$ cat src/rtl/multicycle_control.sv
// Multicycle MIPS-style control FSM: fetch/decode/exec/mem/writeback sequencing with sticky fault flags.
// Optional feature: define SHIFT_OPS_EN to decode sll/srl (funct 0x00/0x02); otherwise they fault.
module multicycle_control #(
    parameter int ALUOP_W     = 4,
    parameter int MEM_TIMEOUT = 15
) (
    input  logic               clk,
    input  logic               rst,
    input  logic [5:0]         opcode,
    input  logic [5:0]         funct,
    input  logic               mem_ready,
    output logic               pc_wr_en,
    output logic               ir_wr_en,
    output logic               mem_rd_en,
    output logic               mem_wr_en,
    output logic               reg_wr_en,
    output logic               reg_dst,
    output logic               mem_to_reg,
    output logic               alu_src1,
    output logic               alu_src2,
    output logic               branch_eq,
    output logic               branch_neq,
    output logic               jump,
    output logic               jump_reg,
    output logic               link,
    output logic [ALUOP_W-1:0] alu_op,
    output logic               invalid_inst,
    output logic               mem_timeout,
    output logic [2:0]         state
);

    typedef enum logic [2:0] {
        FETCH  = 3'd0,
        DECODE = 3'd1,
        EXEC   = 3'd2,
        MEM    = 3'd3,
        WB     = 3'd4,
        ERROR  = 3'd5
    } state_t;

    localparam logic [3:0] ALU_ADD = 4'd0;
    localparam logic [3:0] ALU_SUB = 4'd1;
    localparam logic [3:0] ALU_AND = 4'd2;
    localparam logic [3:0] ALU_OR  = 4'd3;
    localparam logic [3:0] ALU_SLT = 4'd4;
    localparam logic [3:0] ALU_XOR = 4'd5;
    localparam logic [3:0] ALU_NOR = 4'd6;
`ifdef SHIFT_OPS_EN
    localparam logic [3:0] ALU_SLL = 4'd7;
    localparam logic [3:0] ALU_SRL = 4'd8;
`endif
    localparam logic [3:0] ALU_SGT = 4'd9;

    localparam int CNT_W = (MEM_TIMEOUT < 1) ? 1 : $clog2(MEM_TIMEOUT + 1);
    localparam logic [CNT_W-1:0] CNT_MAX = CNT_W'(MEM_TIMEOUT);

    state_t           fsm;
    logic [CNT_W-1:0] wait_cnt;
    logic [5:0]       op_q;
    logic [5:0]       fn_q;

    logic       is_rtype, is_shift, is_imm, is_lw, is_sw;
    logic       is_beq, is_bne, is_j, is_jal, is_jr, is_valid;
    logic [3:0] exec_alu;

    assign state = fsm;

    // Instruction classification from the fields captured on DECODE entry.
    always_comb begin
        is_rtype = 1'b0;
        is_shift = 1'b0;
        is_imm   = 1'b0;
        is_lw    = 1'b0;
        is_sw    = 1'b0;
        is_beq   = 1'b0;
        is_bne   = 1'b0;
        is_j     = 1'b0;
        is_jal   = 1'b0;
        is_jr    = 1'b0;
        exec_alu = 4'hF;
        case (op_q)
            6'h00: begin
                case (fn_q)
                    6'h20: begin is_rtype = 1'b1; exec_alu = ALU_ADD; end
                    6'h22: begin is_rtype = 1'b1; exec_alu = ALU_SUB; end
                    6'h24: begin is_rtype = 1'b1; exec_alu = ALU_AND; end
                    6'h25: begin is_rtype = 1'b1; exec_alu = ALU_OR;  end
                    6'h26: begin is_rtype = 1'b1; exec_alu = ALU_XOR; end
                    6'h27: begin is_rtype = 1'b1; exec_alu = ALU_NOR; end
                    6'h2A: begin is_rtype = 1'b1; exec_alu = ALU_SLT; end
                    6'h29: begin is_rtype = 1'b1; exec_alu = ALU_SGT; end
                    6'h08: is_jr = 1'b1;
`ifdef SHIFT_OPS_EN
                    6'h00: begin is_rtype = 1'b1; is_shift = 1'b1; exec_alu = ALU_SLL; end
                    6'h02: begin is_rtype = 1'b1; is_shift = 1'b1; exec_alu = ALU_SRL; end
`endif
                    default: ;
                endcase
            end
            6'h08: begin is_imm = 1'b1; exec_alu = ALU_ADD; end
            6'h0C: begin is_imm = 1'b1; exec_alu = ALU_AND; end
            6'h0D: begin is_imm = 1'b1; exec_alu = ALU_OR;  end
            6'h0E: begin is_imm = 1'b1; exec_alu = ALU_XOR; end
            6'h0A: begin is_imm = 1'b1; exec_alu = ALU_SLT; end
            6'h23: begin is_lw  = 1'b1; exec_alu = ALU_ADD; end
            6'h2B: begin is_sw  = 1'b1; exec_alu = ALU_ADD; end
            6'h04: begin is_beq = 1'b1; exec_alu = ALU_SUB; end
            6'h05: begin is_bne = 1'b1; exec_alu = ALU_SUB; end
            6'h02: is_j   = 1'b1;
            6'h03: is_jal = 1'b1;
            default: ;
        endcase
        is_valid = is_rtype | is_imm | is_lw | is_sw | is_beq | is_bne | is_j | is_jal | is_jr;
    end

    // Wait handling is shared by FETCH and MEM: ready on the terminal count still completes.
    always_ff @(posedge clk) begin
        if (rst) begin
            fsm          <= FETCH;
            wait_cnt     <= '0;
            op_q         <= '0;
            fn_q         <= '0;
            invalid_inst <= 1'b0;
            mem_timeout  <= 1'b0;
        end else begin
            case (fsm)
                FETCH: begin
                    if (mem_ready) begin
                        fsm      <= DECODE;
                        wait_cnt <= '0;
                        op_q     <= opcode;
                        fn_q     <= funct;
                    end else if (wait_cnt == CNT_MAX) begin
                        fsm         <= ERROR;
                        wait_cnt    <= '0;
                        mem_timeout <= 1'b1;
                    end else begin
                        wait_cnt <= wait_cnt + CNT_W'(1);
                    end
                end
                DECODE: begin
                    if (!is_valid) begin
                        fsm          <= ERROR;
                        invalid_inst <= 1'b1;
                    end else if (is_j || is_jal || is_jr) begin
                        fsm <= FETCH;
                    end else begin
                        fsm <= EXEC;
                    end
                end
                EXEC: begin
                    if (is_lw || is_sw)        fsm <= MEM;
                    else if (is_beq || is_bne) fsm <= FETCH;
                    else                       fsm <= WB;
                end
                MEM: begin
                    if (mem_ready) begin
                        fsm      <= is_lw ? WB : FETCH;
                        wait_cnt <= '0;
                    end else if (wait_cnt == CNT_MAX) begin
                        fsm         <= ERROR;
                        wait_cnt    <= '0;
                        mem_timeout <= 1'b1;
                    end else begin
                        wait_cnt <= wait_cnt + CNT_W'(1);
                    end
                end
                WB:      fsm <= FETCH;
                ERROR:   fsm <= ERROR;
                default: fsm <= FETCH;
            endcase
        end
    end

    // Moore decode; FETCH strobes also qualify on mem_ready. Reset masks all but mem_rd_en.
    always_comb begin
        pc_wr_en   = 1'b0;
        ir_wr_en   = 1'b0;
        mem_rd_en  = 1'b0;
        mem_wr_en  = 1'b0;
        reg_wr_en  = 1'b0;
        reg_dst    = 1'b0;
        mem_to_reg = 1'b0;
        alu_src1   = 1'b0;
        alu_src2   = 1'b0;
        branch_eq  = 1'b0;
        branch_neq = 1'b0;
        jump       = 1'b0;
        jump_reg   = 1'b0;
        link       = 1'b0;
        alu_op     = '1;
        case (fsm)
            FETCH: begin
                mem_rd_en = 1'b1;
                ir_wr_en  = mem_ready;
                pc_wr_en  = mem_ready;
            end
            DECODE: begin
                pc_wr_en  = is_j | is_jal | is_jr;
                jump      = is_j | is_jal;
                jump_reg  = is_jr;
                reg_wr_en = is_jal;
                link      = is_jal;
            end
            EXEC: begin
                alu_op     = ALUOP_W'(exec_alu);
                alu_src1   = is_shift;
                alu_src2   = is_imm | is_lw | is_sw;
                pc_wr_en   = is_beq | is_bne;
                branch_eq  = is_beq;
                branch_neq = is_bne;
            end
            MEM: begin
                mem_rd_en = is_lw;
                mem_wr_en = is_sw;
            end
            WB: begin
                reg_wr_en  = 1'b1;
                reg_dst    = is_rtype;
                mem_to_reg = is_lw;
            end
            default: ;
        endcase
        if (rst) begin
            pc_wr_en   = 1'b0;
            ir_wr_en   = 1'b0;
            mem_wr_en  = 1'b0;
            reg_wr_en  = 1'b0;
            reg_dst    = 1'b0;
            mem_to_reg = 1'b0;
            alu_src1   = 1'b0;
            alu_src2   = 1'b0;
            branch_eq  = 1'b0;
            branch_neq = 1'b0;
            jump       = 1'b0;
            jump_reg   = 1'b0;
            link       = 1'b0;
            alu_op     = '1;
        end
    end

endmodule

$ cat config.mk
export PLATFORM = sky130hd
export DESIGN_NAME = multicycle_control
export DESIGN_NICKNAME = d
export VERILOG_FILES = /design/src/rtl/multicycle_control.sv
export SDC_FILE = /design/constraint.sdc
export NUM_CORES = 1
export LEC_CHECK = 0
export CAP_MARGIN = 30
export CORE_AREA = 4 4 58 60
export DETAILED_ROUTE_END_ITERATION = 6
export DIE_AREA = 0 0 62 64
export GPL_ROUTABILITY_DRIVEN = 0
export GPL_TIMING_DRIVEN = 1
export PLACE_DENSITY = 0.92
export SYNTH_ARGS = -nofsm -noshare
export SYNTH_HDL_FRONTEND = slang
export SYNTH_SLANG_ARGS = --single-unit
$ cat constraint.sdc
create_clock -name clk -period 2.7 [get_ports clk]
set_clock_uncertainty 0.05 [all_clocks]
set_input_delay 0.405 -clock clk [delete_from_list [all_inputs] [get_ports clk]]
set_output_delay 0.405 -clock clk [all_outputs]
set_load 0.05 [all_outputs]
==> results by group, run 1 <==
Pwr
  – Switching power share of the total: 0.495
  – Combinational group share of total power: 0.578
  – Max VDD drop: ~700 uV
  – Power density relative to cell area: approximately 770 mW/mm2
  – Leakage power: slightly above 0.0007 uW
  – Clock share of power: 0.093
  – Sequential group share of total power: 0.328
  – Internal power: ~780 uW
  – Net load switching power: between 700 and 800 uW

CTS
  – Number of hold buffers added after CTS: 0
  – Clock tree from TritonCTS: done
  – Post-CTS setup buffers: 0
  – Root Driver: sky130_fd_sc_hd__clkbuf_4
  – Post-CTS sizing: 0
  – Clock-pin slew on the worst setup and hold paths: around 0.11 ns
  – Total CTS buffers: 3
  – Clk buf depth: 2
  – Clock sink total: 21
  – Worst skew pair latency: 0.29 ns
  – H-Tree Level Count: 1

Route
  – Sum of routed wire length over all layers: 3.66 mm
  – Number of detailed-routing iterations run before antenna repair: 4
  – Number of nets with antenna violations after detailed routing: 0
  – Routed wire length per instance: ~13 um
  – DR DRC count: 0
  – Ratio of routed vias to standard cells: between 5 and 6
  – Number of vias after detailed routing: approximately 1500
  – Initial detailed-routing violation count: between 70 and 80

Final layout
  – Proportion of layout cells with a drive suffix above 1: 0.197
  – Count of nets after finishing: around 260
  – Antenna Diode Count: 0
  – Utilization of the core after routing: 0.688
  – Syn-to-layout area delta: 39.7%

Min path
  – Worst hold-check path type: flip-flop to flip-flop

Logic synthesis
  – Share of synthesized area occupied by flip-flops and latches: 0.292
  – Nets in the synthesized netlist: around 230
  – Netlist area before placement: between 0.001 and 0.0015 mm2
  – Count of state elements after synthesis: 21
  – Mean instance size in the synthesized netlist: between 6 and 7 um2
  – Syn. warnings: 0
  – Cells after synthesis: around 210
  – Library cells used by synthesis: 45

STA
  – Min Tclk post-route: approximately 2.6 ns
  – Fmax achieved: 389 MHz
  – Share of the cycle needed by the critical path after routing: 0.953
  – Max-slew violation count: 0
  – Final hold violations: 0
  – Unrepaired setup endpoints after global routing: false
  – Post-route worst hold slack: 0.431 ns
  – Total setup violations reported at the end of the flow: 0

Floorplan
  – DIE WIDTH: 62 um
  – Std-Cell Rows: 20
  – Die area: approximately 0.0040 mm2
  – Standard cell core area: just under 0.003 mm2
  – Initial core utilization: 0.492
  – Top-level I/O count: 38
  – Die extent in y: 64 um

GRT
  – Global-route wire length before repair: approximately 6.1 mm
  – Number of antenna violations at the first check in global routing: 0
  – Largest net degree at the start of global routing: 22
  – Overall fraction of global-route tracks in use: 0.194
  – Overflow left after global routing: 0
  – Number of global-route vias before repair: ~1400

Place
  – Number of port buffers: 36
  – Placed wire-length estimate: roughly 2.8 mm

Status
  – Result of the run: finished clean

Setup path
  – Crit path required time: roughly 2.3 ns
  – Max Fanout on Critical Path: 10
  – Capturing element type of the critical path: output port
  – Startpoint types: flip-flop
  – Critical setup path kind: flip-flop to output port
  – Worst endpoint data arrival time: between 2 and 2.5 ns
  – Register-to-Register Setup Slack: 0.65 ns

Flow run
  – Maxcap violations: 0
==> final timing paths <==
path,from,to,cells after the start
worst max-delay path,op_q[3]$_SDFFE_PP0P_,reg_wr_en,6
worst min-delay path,mem_timeout$_SDFFE_PP0P_,mem_timeout$_SDFFE_PP0P_,2
worst max register to register,state[1]$_SDFF_PP0_,wait_cnt[2]$_SDFFE_PP0P_,4
worst min register to register,mem_timeout$_SDFFE_PP0P_,mem_timeout$_SDFFE_PP0P_,2
==> power by group through the flow <==
stage / logic, uW / registers, uW / clock network, uW
after detailed placement: 872 / 505 / 0
after floorplan: 589 / 516 / 0
after CTS: 875 / 497 / 146
after global routing: 974 / 526 / 161
final: 891 / 506 / 144
after global placement: 857 / 499 / 0
==> cells by family after synthesis <==
| logic type | Yosys count | synth area share |
|---|---|---|
| compound gates | 55 | 0.230 |
| other cells | 1 | 0.00260 |
| fa+ha+maj | 1 | 0.00868 |
| buf+inv | 18 | 0.0564 |
| simple gates | 112 | 0.405 |
| xor+xnor | 1 | 0.00608 |
| flops | 21 | 0.292 |
==> per-layer routing <==
layer | global-route usage | part of all wire
met5 | 0 | 0
met4 | 0.0637 | 0.015
met3 | 0.0141 | 0.057
met2 | 0.304 | 0.47
met1 | 0.275 | 0.46
==> worst max-delay path, stage by stage (launching register included) <==
cell and delay [ns]:
sky130_fd_sc_hd__dfxtp_2 0.39, sky130_fd_sc_hd__or2_2 0.36, sky130_fd_sc_hd__or3_1 0.37, sky130_fd_sc_hd__nor2_2 0.19, sky130_fd_sc_hd__and2_1 0.21, sky130_fd_sc_hd__nand2b_1 0.17, sky130_fd_sc_hd__buf_12 0.15
==> per-stage QoR <==
stage	cell area (um2)	TNS [ns]	worst slack [ns]	power, uW	instances
floorplan	1480	-0.379	-0.369	1100	209
detailed placement	1960	0	0.324	1380	268
finish	2010	0	0.127	1540	272
CTS	1990	0	0.0665	1520	272
global placement	1960	0	0.409	1360	268
global route	2010	0	0.00134	1660	272
==> flip-flops by register name, summed over array words and instances, names as in the netlist <==
| register | flops |
|---|---|
| fn_q | 6 |
| invalid_inst | 1 |
| mem_timeout | 1 |
| op_q | 6 |
| state | 3 |
| wait_cnt | 4 |
==> layout by cell type (no fill, tap or decap), drive strengths merged, types with 2 or more instances in the layout <==
cell type      count
nor3               3
nor2              22
o21ai              9
and2               2
nand2b            12
inv                2
nor2b              5
dfxtp             21
o31ai              3
clkdlybuf4s50     19
nand4b             3
nor4               6
nand2             39
nand3b             3
nor3b              2
buf               23
or3                2
nor4b              3
a31oi              3
or2                4
a21oi             26
o211ai             4
clkbuf             4
==> final cells by class <==
class | instances | area [um2]
Clock buffer | 4 | 26.3
Multi-Input combinational cell | 170 | 1000
Inverter | 2 | 7.51
Tap cell | 33 | 41.3
Fill cell | 243 | 915
Sequential cell | 21 | 423
Timing Repair Buffer | 42 | 513
==> Yosys cell counts <==
cell type | n | share of area
sky130_fd_sc_hd__buf_4 | 1 | 0.0052
sky130_fd_sc_hd__o311ai_1 | 1 | 0.0061
sky130_fd_sc_hd__or4b_1 | 1 | 0.0069
sky130_fd_sc_hd__and2b_1 | 1 | 0.0052
sky130_fd_sc_hd__nand2b_1 | 12 | 0.052
sky130_fd_sc_hd__a221oi_1 | 1 | 0.0061
sky130_fd_sc_hd__or3b_2 | 1 | 0.0061
sky130_fd_sc_hd__and2_1 | 2 | 0.0087
sky130_fd_sc_hd__o211ai_1 | 4 | 0.021
sky130_fd_sc_hd__dfxtp_1 | 21 | 0.29
sky130_fd_sc_hd__nand3_1 | 1 | 0.0035
sky130_fd_sc_hd__or2_2 | 4 | 0.017
sky130_fd_sc_hd__o21bai_1 | 1 | 0.0052
sky130_fd_sc_hd__buf_6 | 1 | 0.0078
sky130_fd_sc_hd__o21ai_1 | 1 | 0.0035
sky130_fd_sc_hd__a32o_1 | 1 | 0.0069
sky130_fd_sc_hd__o221ai_1 | 1 | 0.0061
sky130_fd_sc_hd__o21ai_0 | 8 | 0.028
sky130_fd_sc_hd__a311o_1 | 1 | 0.0069
sky130_fd_sc_hd__nor4b_1 | 3 | 0.018
sky130_fd_sc_hd__o22ai_1 | 1 | 0.0043
sky130_fd_sc_hd__inv_1 | 2 | 0.0052
sky130_fd_sc_hd__a31oi_1 | 3 | 0.013
sky130_fd_sc_hd__nor4_1 | 6 | 0.026
sky130_fd_sc_hd__and3b_1 | 1 | 0.0061
sky130_fd_sc_hd__or4_1 | 1 | 0.0052
sky130_fd_sc_hd__or3_1 | 2 | 0.0087
sky130_fd_sc_hd__ha_1 | 1 | 0.0087
sky130_fd_sc_hd__xor2_1 | 1 | 0.0061
sky130_fd_sc_hd__nand2_1 | 39 | 0.10
sky130_fd_sc_hd__a211o_1 | 1 | 0.0061
sky130_fd_sc_hd__conb_1 | 1 | 0.0026
sky130_fd_sc_hd__nor2b_4 | 1 | 0.0095
sky130_fd_sc_hd__buf_2 | 2 | 0.0069
sky130_fd_sc_hd__nor3_1 | 3 | 0.010
sky130_fd_sc_hd__nand3b_1 | 3 | 0.016
sky130_fd_sc_hd__nor2_1 | 22 | 0.057
sky130_fd_sc_hd__nor3b_1 | 2 | 0.010
sky130_fd_sc_hd__nor2b_1 | 4 | 0.017
sky130_fd_sc_hd__nand4b_1 | 3 | 0.018
sky130_fd_sc_hd__a31o_2 | 1 | 0.0061
sky130_fd_sc_hd__a21boi_0 | 1 | 0.0052
sky130_fd_sc_hd__clkbuf_1 | 12 | 0.031
sky130_fd_sc_hd__o31ai_1 | 3 | 0.016
sky130_fd_sc_hd__a21oi_1 | 26 | 0.090
Note: power is estimated with default switching activity, not from simulation.
==> inputs of run 2 (changes only) <==
--- a/config.mk
+++ b/config.mk
@@ -6,12 +6,12 @@
 export NUM_CORES = 1
 export LEC_CHECK = 0
 export CAP_MARGIN = 30
-export CORE_AREA = 4 4 58 60
+export CORE_AREA = 2 2 79 81
 export DETAILED_ROUTE_END_ITERATION = 6
-export DIE_AREA = 0 0 62 64
+export DIE_AREA = 0 0 81 83
 export GPL_ROUTABILITY_DRIVEN = 0
 export GPL_TIMING_DRIVEN = 1
-export PLACE_DENSITY = 0.92
+export PLACE_DENSITY = 0.56
 export SYNTH_ARGS = -nofsm -noshare
 export SYNTH_HDL_FRONTEND = slang
 export SYNTH_SLANG_ARGS = --single-unit
==> run 2 against run 1 <==
Combinational power rose by 2%. Utilization fell by 33 points. Clock power rose by 40%. Sequential cell count did not move. Largest cell class unchanged. Largest power group unchanged. Highest routed layer unchanged.
==> results by group, run 2 (synthesis results as in run 1) <==
Setup path
  – Cells along the critical path: or2_2 > or3_1 > nor2_2 > and2_1 > nand2b_1 > buf_12 (unchanged)
  – Crit path required time: 2.25 ns (about the same)
  – Cell with the largest stage delay on the worst path: sky130_fd_sc_hd__dfxtp_1 (was sky130_fd_sc_hd__dfxtp_2)
  – Maximum single-stage delay on the critical path: 0.40 ns (was 0.39 ns)
  – Worst endpoint data arrival time: 2.14 ns (was 2.12 ns)
  – Startpoint types: flip-flop (unchanged)
  – Critical setup path kind: flip-flop to output port (unchanged)
  – Max Fanout on Critical Path: 10 (unchanged)
  – Capturing element type of the critical path: output port (unchanged)

STA
  – Final hold violations: 0 (unchanged)
  – Share of the cycle needed by the critical path after routing: 0.961 (was 0.953)
  – Min Tclk post-route: 2.59 ns (was 2.57 ns)
  – Unrepaired setup endpoints after global routing: false (unchanged)
  – Max-slew violation count: 0 (unchanged)
  – Worst setup slack after layout: 0.106 ns (was 0.127 ns)
  – Fmax achieved: 386 MHz (was 389 MHz)
  – Least-Margin Pin Slew: ~0.50 ns
  – Remaining max-slew budget at the tightest pin: 0.669
  – Total setup violations reported at the end of the flow: 0 (unchanged)

GRT
  – Largest net degree at the start of global routing: 22 (unchanged)
  – Overall fraction of global-route tracks in use: 0.123 (was 0.194)
  – Global-route wire length before repair: 6.72 mm (was 6.11 mm)
  – Number of global-route vias before repair: 1454 (was 1380)
  – Overflow left after global routing: 0 (unchanged)
  – Number of antenna violations at the first check in global routing: 0 (unchanged)

Final layout
  – Final non-filler cell area: 0.00209 mm2 (was 0.00201 mm2)
  – Leading cell type in the layout, fill and taps excluded: sky130_fd_sc_hd__nand2_1 (unchanged)
  – Antenna Diode Count: 0 (unchanged)
  – Multi-input gate area in the final layout: 985 um2 (was 0.00100 mm2)
  – Count of nets after finishing: 259 (was 256)
  – Sequential standard cell area: 420 um2 (was 423 um2)
  – FILL cells: 651 (was 243)
  – Commonest cells after routing, fill and taps aside: 39 x sky130_fd_sc_hd__nand2_1, 26 x sky130_fd_sc_hd__a21oi_1, 21 x sky130_fd_sc_hd__nor2_1, 21 x sky130_fd_sc_hd__dfxtp_1, 19 x sky130_fd_sc_hd__clkdlybuf4s50_1 (was 38 x sky130_fd_sc_hd__nand2_1, 25 x sky130_fd_sc_hd__a21oi_1, 21 x sky130_fd_sc_hd__nor2_1)
  – Top flop regs: fn_q (6), op_q (6), wait_cnt (4) (unchanged)
  – Proportion of layout cells with a drive suffix above 1: 0.182 (was 0.197)
  – Syn-to-layout area delta: 44.8% (was 39.7%)

Route
  – Ratio of routed vias to standard cells: 4.89 (was 5.65)
  – Number of vias after detailed routing: 1551 (was 1537)
  – Number of detailed-routing iterations run before antenna repair: 4 (unchanged)
  – Initial detailed-routing violation count: 97 (was 74)
  – Sum of routed wire length over all layers: 3.96 mm (was 3.66 mm)
  – Number of nets with antenna violations after detailed routing: 0 (unchanged)
  – Routed wire length per instance: 12.5 um (was 13.5 um)
  – DR DRC count: 0 (unchanged)

CTS
  – Root Driver: sky130_fd_sc_hd__clkbuf_8 (was sky130_fd_sc_hd__clkbuf_4)
  – Total CTS buffers: 3 (unchanged)
  – Post-CTS setup buffers: 0 (unchanged)
  – Worst skew pair latency: 0.26 ns (was 0.29 ns)
  – H-Tree Level Count: 1 (unchanged)
  – Clock-pin slew on the worst setup and hold paths: 0.07 ns (was 0.11 ns)
  – Clock tree from TritonCTS: done (unchanged)
  – Clock sink total: 21 (unchanged)
  – Clk buf depth: 2 (unchanged)

Pwr
  – Combinational group share of total power: 0.565 (was 0.578)
  – Internal power: 836 uW (was 778 uW)
  – PnR Total Power: 1610 uW (was 1540 uW)
  – Sequential group share of total power: 0.309 (was 0.328)
  – Leakage power: 0.000727 uW (was 0.000709 uW)
  – Switching power share of the total: 0.481 (was 0.495)
  – Net load switching power: 775 uW (was 763 uW)
  – Max VDD drop: 249 uV (was 702 uV)
  – Power density relative to cell area: 772 mW/mm2 (was 765 mW/mm2)
  – Clock share of power: 0.126 (was 0.093)

Floorplan
  – DIE WIDTH: 81 um (was 62 um)
  – Standard cell core area: 0.00582 mm2 (was 0.00293 mm2)
  – Die area: 0.00672 mm2 (was 0.00397 mm2)
  – Top-level I/O count: 38 (unchanged)
  – Die extent in y: 83 um (was 64 um)
  – Std-Cell Rows: 28 (was 20)
  – Initial core utilization: 0.248 (was 0.492)

Place
  – Number of port buffers: 36 (unchanged)
  – Cell area after placement: 0.00204 mm2 (was 0.00196 mm2)
  – Pre-CTS worst setup slack: 0.195 ns (was 0.324 ns)
  – Placed wire-length estimate: 3.14 mm (was 2.84 mm)

Flow run
  – Maxcap violations: 0 (unchanged)

Min path
  – Worst hold-check path type: flip-flop to flip-flop (unchanged)

Status
  – Result of the run: finished clean (unchanged)
[run 2: changes by cell type in the layout (fill, tap and decap cells not counted), moves of 2 or more]
cell                       previous run  this run
sky130_fd_sc_hd__clkbuf_4             3         0
sky130_fd_sc_hd__dfxtp_2              2         0
sky130_fd_sc_hd__clkbuf_8             0         3
sky130_fd_sc_hd__dfxtp_1             19        21
sky130_fd_sc_hd__buf_4               11        14
[run 2: layout make-up]
class / instances / share of cell area
Clock buffer: 4 / 0.0216
Sequential cell: 21 / 0.201
Inverter: 2 / 0.00360
Timing Repair Buffer: 45 / 0.257
Multi-Input combinational cell: 170 / 0.472
Tap cell: 75 / 0.0450
[run 2: power groups by stage]
stage / Sequential [uW] / Clock [uW] / Combinational (uW)
floorplan: 516 / 0 / 589
global placement: 505 / 0 / 906
CTS: 496 / 210 / 915
detailed placement: 504 / 0 / 909
global route: 514 / 221 / 1000
finish: 498 / 202 / 910
[run 2: metrics by stage]
step                setup TNS (ns)  hold WS [ns]  utilization  cells
global placement                 0         0.407        0.350    313
finish                           0         0.439        0.359    317
floorplan                   -0.379         0.423            -    209
CTS                              0         0.454        0.358    317
global route                     0         0.475        0.359    317
detailed placement               0         0.427        0.350    313
[run 2: final timing paths]
path	slack [ns]	start	cells past startpoint	endpoint
max	0.11	op_q[3]$_SDFFE_PP0P_	6	reg_wr_en
min reg2reg	0.44	mem_timeout$_SDFFE_PP0P_	2	mem_timeout$_SDFFE_PP0P_
min	0.44	mem_timeout$_SDFFE_PP0P_	2	mem_timeout$_SDFFE_PP0P_
max reg2reg	0.58	state[0]$_SDFF_PP0_	5	wait_cnt[2]$_SDFFE_PP0P_
[run 2: critical path, delay by kind of cell, from the launching register on]
family	cells	cell delay [ns]
AND/OR/NAND/NOR	5	1.34
flip-flops	1	0.40
buffers and inverters	1	0.14
[run 2: metal layers]
layer	GRT usage	up-vias	wire, um
met4	0.0447	0	73
met2	0.175	40	1630
li1	-	805	-
met5	0	-	0
met3	0.0250	9	221
met1	0.180	697	2030
[run 2: what timing repair did]
action	in CTS	in global routing
resized for setup	0	1
hold buffers	0	0
setup endpoints to repair	0	1
